File: src/rtl/fir_coef_bank_ctrl_if.sv
// Host-side configuration bus for the FIR coefficient bank controller.
// Carries the tap-write valid/ready handshake and the commit request/status.
interface fir_coef_bank_ctrl_if;
    logic        wr_valid;
    logic        wr_ready;
    logic [4:0]  wr_tap;
    logic [15:0] wr_data;
    logic        commit;
    logic [1:0]  commit_band;
    logic        pending;

    modport master (
        output wr_valid,
        output wr_tap,
        output wr_data,
        output commit,
        output commit_band,
        input  wr_ready,
        input  pending
    );

    modport slave (
        input  wr_valid,
        input  wr_tap,
        input  wr_data,
        input  commit,
        input  commit_band,
        output wr_ready,
        output pending
    );
endinterface

File: src/rtl/fir_coef_bank_ctrl.sv
// Coefficient configuration controller for the 4-band FIR array.
// A host fills a single shadow coefficient set tap by tap; a commit then
// publishes the whole shadow set into one band's active set on a single
// sample-boundary edge, so no filter ever sees a half-updated set.
module fir_coef_bank_ctrl #(
    parameter int ORDER = 30
) (
    input  logic                  clk_slow,
    input  logic                  rst,
    input  logic                  sample_tick,
    fir_coef_bank_ctrl_if.slave   bus,
    input  logic                  err_clr,
    output logic                  update_done,
    output logic [1:0]            update_band,
    output logic                  err_tap,
    output logic                  err_commit,
    output logic [ORDER*16-1:0]   coef_b0,
    output logic [ORDER*16-1:0]   coef_b1,
    output logic [ORDER*16-1:0]   coef_b2,
    output logic [ORDER*16-1:0]   coef_b3
);

    localparam int NBANDS = 4;
    localparam logic [5:0] ORDER_W = 6'(ORDER);

    typedef enum logic {
        IDLE  = 1'b0,
        ARMED = 1'b1
    } state_t;

    state_t state;
    state_t state_next;

    logic                pending_int;
    logic                wr_fire;
    logic                tap_ok;
    logic                apply;
    logic                commit_ok;
    logic                commit_err;
    logic [15:0]         wr_value;
    logic [1:0]          target_band;
    logic [ORDER*16-1:0] shadow;
    logic [ORDER*16-1:0] active [NBANDS];

    // Handshake and event decode shared by the datapath and error flags
    always_comb begin
        wr_fire    = bus.wr_valid && !pending_int;
        tap_ok     = {1'b0, bus.wr_tap} < ORDER_W;
        apply      = pending_int && sample_tick;
        commit_ok  = bus.commit && !pending_int;
        commit_err = bus.commit && pending_int;
        wr_value   = (bus.wr_data == 16'h8000) ? 16'h0000 : bus.wr_data;
    end

    // State register: IDLE means no commit outstanding, ARMED means waiting for a tick
    always_ff @(posedge clk_slow or posedge rst) begin
        if (rst) begin
            state <= IDLE;
        end else begin
            state <= state_next;
        end
    end

    // Next state: arm on an accepted commit, disarm on the sample tick that applies it
    always_comb begin
        state_next = state;
        case (state)
            IDLE:    if (bus.commit) state_next = ARMED;
            ARMED:   if (sample_tick) state_next = IDLE;
            default: state_next = IDLE;
        endcase
    end

    // Outputs of the FSM: writes stall while a commit is outstanding
    always_comb begin
        pending_int  = (state == ARMED);
        bus.pending  = pending_int;
        bus.wr_ready = !pending_int;
    end

    // Shadow set: one tap per accepted in-range write, negative zero folded to zero
    always_ff @(posedge clk_slow or posedge rst) begin
        if (rst) begin
            shadow <= '0;
        end else if (wr_fire && tap_ok) begin
            for (int i = 0; i < ORDER; i++) begin
                if (bus.wr_tap == 5'(i)) shadow[16*i +: 16] <= wr_value;
            end
        end
    end

    // Target band is captured only by a commit that actually arms the controller
    always_ff @(posedge clk_slow or posedge rst) begin
        if (rst) begin
            target_band <= 2'd0;
        end else if (commit_ok) begin
            target_band <= bus.commit_band;
        end
    end

    // Active sets: the whole shadow lands in the target band on one edge
    always_ff @(posedge clk_slow or posedge rst) begin
        if (rst) begin
            for (int b = 0; b < NBANDS; b++) active[b] <= '0;
        end else if (apply) begin
            active[target_band] <= shadow;
        end
    end

    // Update notification: one-cycle pulse, band index held between applies
    always_ff @(posedge clk_slow or posedge rst) begin
        if (rst) begin
            update_done <= 1'b0;
            update_band <= 2'd0;
        end else begin
            update_done <= apply;
            if (apply) update_band <= target_band;
        end
    end

    // Sticky error flags: a new error event takes priority over a clear
    always_ff @(posedge clk_slow or posedge rst) begin
        if (rst) begin
            err_tap    <= 1'b0;
            err_commit <= 1'b0;
        end else begin
            if (wr_fire && !tap_ok) err_tap <= 1'b1;
            else if (err_clr)       err_tap <= 1'b0;
            if (commit_err)         err_commit <= 1'b1;
            else if (err_clr)       err_commit <= 1'b0;
        end
    end

    assign coef_b0 = active[0];
    assign coef_b1 = active[1];
    assign coef_b2 = active[2];
    assign coef_b3 = active[3];

endmodule
File: src/flat_wrapper.sv
// flat-port wrapper written by rule: the top's interface ports become plain ports
module fir_coef_bank_ctrl_flat 
#(
    parameter int ORDER = 30
)
  (clk_slow, rst, sample_tick, err_clr, update_done, update_band, err_tap, err_commit, coef_b0, coef_b1, coef_b2, coef_b3, bus_wr_valid, bus_wr_tap, bus_wr_data, bus_commit, bus_commit_band, bus_wr_ready, bus_pending);
  fir_coef_bank_ctrl_if bus_i ();
  input  logic clk_slow;
  input  logic rst;
  input  logic sample_tick;
  input  logic err_clr;
  output logic update_done;
  output logic [1:0] update_band;
  output logic err_tap;
  output logic err_commit;
  output logic [ORDER*16-1:0] coef_b0;
  output logic [ORDER*16-1:0] coef_b1;
  output logic [ORDER*16-1:0] coef_b2;
  output logic [ORDER*16-1:0] coef_b3;
  input wire logic [$bits(bus_i.wr_valid)-1:0] bus_wr_valid;
  input wire logic [$bits(bus_i.wr_tap)-1:0] bus_wr_tap;
  input wire logic [$bits(bus_i.wr_data)-1:0] bus_wr_data;
  input wire logic [$bits(bus_i.commit)-1:0] bus_commit;
  input wire logic [$bits(bus_i.commit_band)-1:0] bus_commit_band;
  output wire logic [$bits(bus_i.wr_ready)-1:0] bus_wr_ready;
  output wire logic [$bits(bus_i.pending)-1:0] bus_pending;
  assign bus_i.wr_valid = bus_wr_valid;
  assign bus_i.wr_tap = bus_wr_tap;
  assign bus_i.wr_data = bus_wr_data;
  assign bus_i.commit = bus_commit;
  assign bus_i.commit_band = bus_commit_band;
  assign bus_wr_ready = bus_i.wr_ready;
  assign bus_pending = bus_i.pending;
  fir_coef_bank_ctrl #(.ORDER(ORDER)) u_core (.clk_slow(clk_slow), .rst(rst), .sample_tick(sample_tick), .bus(bus_i), .err_clr(err_clr), .update_done(update_done), .update_band(update_band), .err_tap(err_tap), .err_commit(err_commit), .coef_b0(coef_b0), .coef_b1(coef_b1), .coef_b2(coef_b2), .coef_b3(coef_b3));
endmodule
File: config.mk
export PLATFORM = sky130hd
export DESIGN_NAME = fir_coef_bank_ctrl_flat
export DESIGN_NICKNAME = d
export VERILOG_FILES = /design/src/rtl/fir_coef_bank_ctrl_if.sv /design/src/rtl/fir_coef_bank_ctrl.sv /design/src/flat_wrapper.sv
export SDC_FILE = /design/constraint.sdc
export NUM_CORES = 2
export LEC_CHECK = 0
export BUFFER_PORTS_ARGS = -buffer_cell sky130_fd_sc_hd__buf_2
export CAP_MARGIN = 20
export CELL_PAD_IN_SITES_DETAIL_PLACEMENT = 0
export CELL_PAD_IN_SITES_GLOBAL_PLACEMENT = 1
export CORE_AREA = 2 2 757 759
export DETAILED_ROUTE_END_ITERATION = 6
export DIE_AREA = 0 0 759 761
export GPL_TIMING_DRIVEN = 0
export PLACE_DENSITY_LB_ADDON = 0.1
export SLEW_MARGIN = 20
export SYNTH_ARGS = -nofsm -noshare
export SYNTH_HDL_FRONTEND = slang
export SYNTH_SLANG_ARGS = --single-unit
export TNS_END_PERCENT = 1
File: constraint.sdc
create_clock -name clk_slow -period 64.6 [get_ports clk_slow]
set_clock_uncertainty 0.15 [all_clocks]
set_input_delay 0 -clock clk_slow [delete_from_list [all_inputs] [get_ports clk_slow]]
set_output_delay 0 -clock clk_slow [all_outputs]
set_load 0.01 [all_outputs]
# After elaboration in Yosys (flattened, before gate mapping)
# Index checks and enable logic that the tools add are counted.
totals:
  ff_bits: 2408
  elab_cells: 127
  in_bits: 29
classes:
  eq_ne: 30
  muxes: 10
  n_reduce_logical: 42
  n_lt_le_gt_ge: 3
  bitwise_logic: 2
ops:
  columns: ["op", "count"]
  rows:
  - ["bitwise mux 1920 bit", 1]
  - ["demux 480 bit (select 2 bit)", 1]
  - ["two-way mux 480 bit", 1]
  - ["equality test 5 bit (second input constant)", 14]
  - ["AND reduction 2 bit", 30]
  - ["equality test 5 x 4 -> 1 bit (second input constant)", 8]
  - ["equality test 5 x 3 -> 1 bit (second input constant)", 4]
  - ["equality test 16 bit (second input constant)", 1]
  - ["two-way mux 16 bit", 1]
  - ["equality test 5 x 2 -> 1 bit (second input constant)", 2]
  - ["logical AND 1 bit", 7]
  - ["equality test 5 x 1 -> 1 bit (second input constant)", 1]
  - ["logical NOT 5 bit", 1]
  - ["< comparator 5 bit (second input constant)", 1]
  - ["two-way mux 1 bit", 5]
  - ["nonzero test 2 bit", 2]
  - [">= comparator 3 bit (second input constant)", 1]
  - ["< comparator 3 x 1 -> 1 bit (second input constant)", 1]
  - ["inverter 2 -> 3 bit", 1]
  - ["logical NOT 1 bit", 2]
  - ["one-hot mux 1 bit (2 select lines)", 1]
  - ["inverter 1 bit", 1]

# Depth between registers and ports, before layout
depth:
  word_depth: 6
  ltp_mapped: 7
  mapped_depth_nobuf: 3

# Worst setup path after synthesis
# OpenSTA, ideal clock, no wires.
synth_timing:
  kind: "register to register"
  start: "register u_core.state (netlist: u_core.bus.pending)"
  end: "register u_core.shadow[272]"
  required_time_ns: 64.325
  slack_ns: 62.188
  path_stages_with_launch: 8
  arrival_ns: 2.137
  path_cell_list: "dfrtp_1 -> buf_6 -> or3b_1 -> buf_6 -> or4b_4 -> buf_6 -> buf_12 -> mux2_4"
synth_via:
  elab_chain_len: 4
synth_rtl:
  columns: ["element", "line", "rtl"]
  rows:
  - ["from (decl)", "fir_coef_bank_ctrl.sv:31", "state_t state;"]
  - ["from (signal assigned)", "fir_coef_bank_ctrl.sv:60", "state <= state_next;"]
  - ["logical NOT 1 bit", "fir_coef_bank_ctrl.sv:47", "wr_fire = bus.wr_valid && !pending_int;"]
  - ["logical AND 1 bit", "fir_coef_bank_ctrl.sv:47", null]
  - ["logical AND 1 bit", "fir_coef_bank_ctrl.sv:85", "end else if (wr_fire && tap_ok) begin"]
  - ["AND reduction 2 bit (no line)", null, null]
  - ["to (signal, indexed assignment)", "fir_coef_bank_ctrl.sv:87", "if (bus.wr_tap == 5'(i)) shadow[16*i +: 16] <= wr_value;"]
  - ["to (decl)", "fir_coef_bank_ctrl.sv:42", "logic [ORDER*16-1:0] shadow;"]
# No other way between the ends.
# A chain may end at the register's enable or synchronous reset.

==> reports/metrics.cfg <==
[global_routing]
use_met3=0.0734
overflow=0
grtUsageTotal=0.176
grt_pass1_vias=61059
antenna_found_initial=104
grt_max_degree=35
grt_first_pass_wirelength_um=672000
gr-usage-met1=0.191
use_met2=0.315
grt-busiest-layer=met2

[timing]
tns_ns=0
finalHoldViolCount=0
tightest_slew_ns=1.08
maxSlewViolCount=0
min_period_over_period=0.0615
rsz0062_at_grt=false
slew_headroom=0.278
fin_crit_ns=3.97
setup_viol=0
fmax_mhz=252

[critical_path]
slowest_stage=dlygate4sd3_1
path_buf_inv=17
crit_family=buffers and inverters
cpPeakStageDelay_ns=0.58
cp_cell_sequence=dlygate4sd3_1, buf_2, dlygate4sd3_1, clkinvlp_4, buf_12, buf_12, buf_12, buf_12, buf_12, buf_12, buf_12, buf_16, buf_12, buf_16, buf_12, buf_12, buf_12
end_kind=async pin
crit_type=input pin to async pin
cp_data_arrival_time_ns=4.93
cp.required_ns=65.56
crit_top_cell=buf_12
start_kind=input pin
cp_max_fo=34

[detailed_routing]
wl_per_cell_um=33.6
drtIter0Drc=2056
drcViolationCount=0
routed_via_density=3.63
first_pass_iters=4
antenna_left=0
dr_total_vias=56337
drt-total-wl_um=521000

[die]
die_w_um=759
die_area_um2=578000
initial_core_util=0.156
num_io_pins=1956
std_cell_rows=278
core-area_um2=570000
die_y_um=761

[synth]
ys_seq_area_frac=0.677
synth_seq_cells=2408
netlist_area_um2=89000
ys_warn_count=0
synth_top_area_cell=dfrtp_1
synth_cell_types=30
netlist_top_cells_count=2408 x dfrtp_1, 2394 x mux2_2, 224 x clkbuf_1
syn_avg_cell_area_um2=17.2
syn-num-nets=5210
async_flop_share=1.00
syn_inst=5181
ys_top_cells_by_area=dfrtp_1 68%, mux2_2 30%, clkbuf_1 0.94%, buf_1 0.18%, mux2_4 0.17%
synth_most_common_cell=dfrtp_1
synth_edf_count=0
yosysTopAreaCellShare=0.677
synthFlopType=dfrtp_1

[clock_network]
cts_buffers=328
clk_latency_ns=0.97
cts_tree=yes
path_clk_slew_ns=0.06
clock_path_buffers=4
htreeDepth=5
post_cts_buffers=0
clock-root-buffer=clkbuf_16
cts_sinks=2408

[run]
max-cap-violations=0

[worst_hold_path]
worst_hold_path_type=input pin to async pin

[place]
gp_congestion=0.772
port_buffers=1955
dp_hpwl_um=424000

[power_and_ir_drop]
p_per_area_nw_per_um2=47.5
ir_worst_vdd_uv=22.7
p_leak_nw=63.2

[layout]
syn2layout_area_growth_pct=38.3
utilization=0.216
finalNetCount=7707
post_route_cells_drive_above_1_share=0.650

[outcome]
status=completed

flip-flops by register name, summed over array words and instances, names as in the netlist:
signal / count
u_core.target_band: 2
u_core.err_tap: 1
u_core.shadow: 480
u_core.coef_b1: 480
u_core.err_commit: 1
u_core.coef_b2: 480
u_core.coef_b3: 480
u_core.update_done: 1
u_core.coef_b0: 480
u_core.update_band: 2
u_core.bus.pending: 1
stage by stage:
stage / setup slack, ns / std cells / hold WS [ns] / total power, mW / instance area [µm²]
2_1_floorplan: 30.98 / 5181 / -0.0506 / 2.95 / 89000
3_3_place_gp: 11.75 / 14696 / 0.0864 / 4.12 / 108000
3_5_place_dp: 60.72 / 14864 / -0.0116 / 4.13 / 112000
4_1_cts: 60.66 / 15482 / 0.0160 / 6.01 / 123000
5_1_grt: 60.27 / 15490 / 0.0663 / 6.16 / 123000
6_report: 60.63 / 15529 / 0.128 / 5.84 / 123000
worst paths after layout:
| kind | startpoint | endpoint | slack (ns) | depth (start not counted) |
|---|---|---|---|---|
| min in group clk_slow | bus_wr_data[0] | u_core.shadow[64]$_DFFE_PP0P_ | 0.13 | 4 |
| worst min register to register | u_core.coef_b1[292]$_DFFE_PP0P_ | u_core.coef_b1[292]$_DFFE_PP0P_ | 0.35 | 1 |
| worst max-delay path | rst | u_core.coef_b1[162]$_DFFE_PP0P_ | 60.63 | 17 |
| max in group clk_slow | u_core.bus.pending$_DFF_PP0_ | u_core.shadow[275]$_DFFE_PP0P_ | 60.92 | 9 |
| worst min-delay path | rst | u_core.coef_b3[301]$_DFFE_PP0P_ | 0.13 | 4 |
| worst max register to register | u_core.bus.pending$_DFF_PP0_ | u_core.shadow[275]$_DFFE_PP0P_ | 60.92 | 9 |
worst min-delay path: cells and delay by family:
family	cells	cell delay, ns
buffers and inverters	4	1.70
cell families after synthesis:
logic type | count (synthesis) | synth area share
mux | 2404 | 0.305
flops | 2408 | 0.677
compound gates | 4 | 0.000323
simple gates | 59 | 0.00434
buf+inv | 306 | 0.0137
layout make-up:
class	instances	area [µm²]
clock inverters	88	931
well taps	7560	9460
inverters	7	30.0
diodes	47	118
flip-flops and latches	2408	60300
multi-input cells	2467	27600
clock buffers	486	9570
plain buffers	299	1330
repair buffers	2167	13800
fillers	60921	447000
layout by cell type, fill, tap and decap left out, drive strengths merged:
| cell type | netlist | layout |
|---|---|---|
| inv | 7 | 23 |
| clkinvlp | 0 | 9 |
| nor3b | 1 | 1 |
| nand3 | 3 | 3 |
| clkinv | 0 | 57 |
| nor4b | 6 | 6 |
| a41oi | 1 | 1 |
| nor4bb | 3 | 3 |
| dfrtp | 2408 | 2408 |
| nand4b | 4 | 4 |
| nand2b | 1 | 1 |
| nand3b | 1 | 1 |
| and3b | 1 | 1 |
| o22ai | 2 | 2 |
| o21bai | 1 | 1 |
| nand2 | 17 | 17 |
| mux2 | 2404 | 2404 |
| or4b | 1 | 1 |
| clkbuf | 224 | 710 |
| nor3 | 5 | 5 |
| nand4 | 5 | 5 |
| buf | 75 | 2198 |
| bufinv | 0 | 6 |
| dlygate4sd3 | 0 | 44 |
| or3b | 1 | 1 |
| nor4 | 3 | 3 |
| nor2 | 7 | 7 |
| diode | 0 | 47 |
report_power, final:
| group | switching, mW | internal [mW] |
|---|---|---|
| Combinational | 1.01 | 0.680 |
| Clock | 0.759 | 1.05 |
| Sequential | 0.364 | 1.98 |
layer usage:
layer  vias up  share of wire
met2      1989           0.51
li1      23573              -
met1     30259           0.37
met5         -        0.00015
met3       504          0.095
met4        12          0.029
what timing repair did:
action,CTS,global route
setup endpoints to repair,0,0
resized for setup,0,0
endpoints found under the hold margin,1043,0
hold buffers,44,0
(Power assumes the default switching activity.)
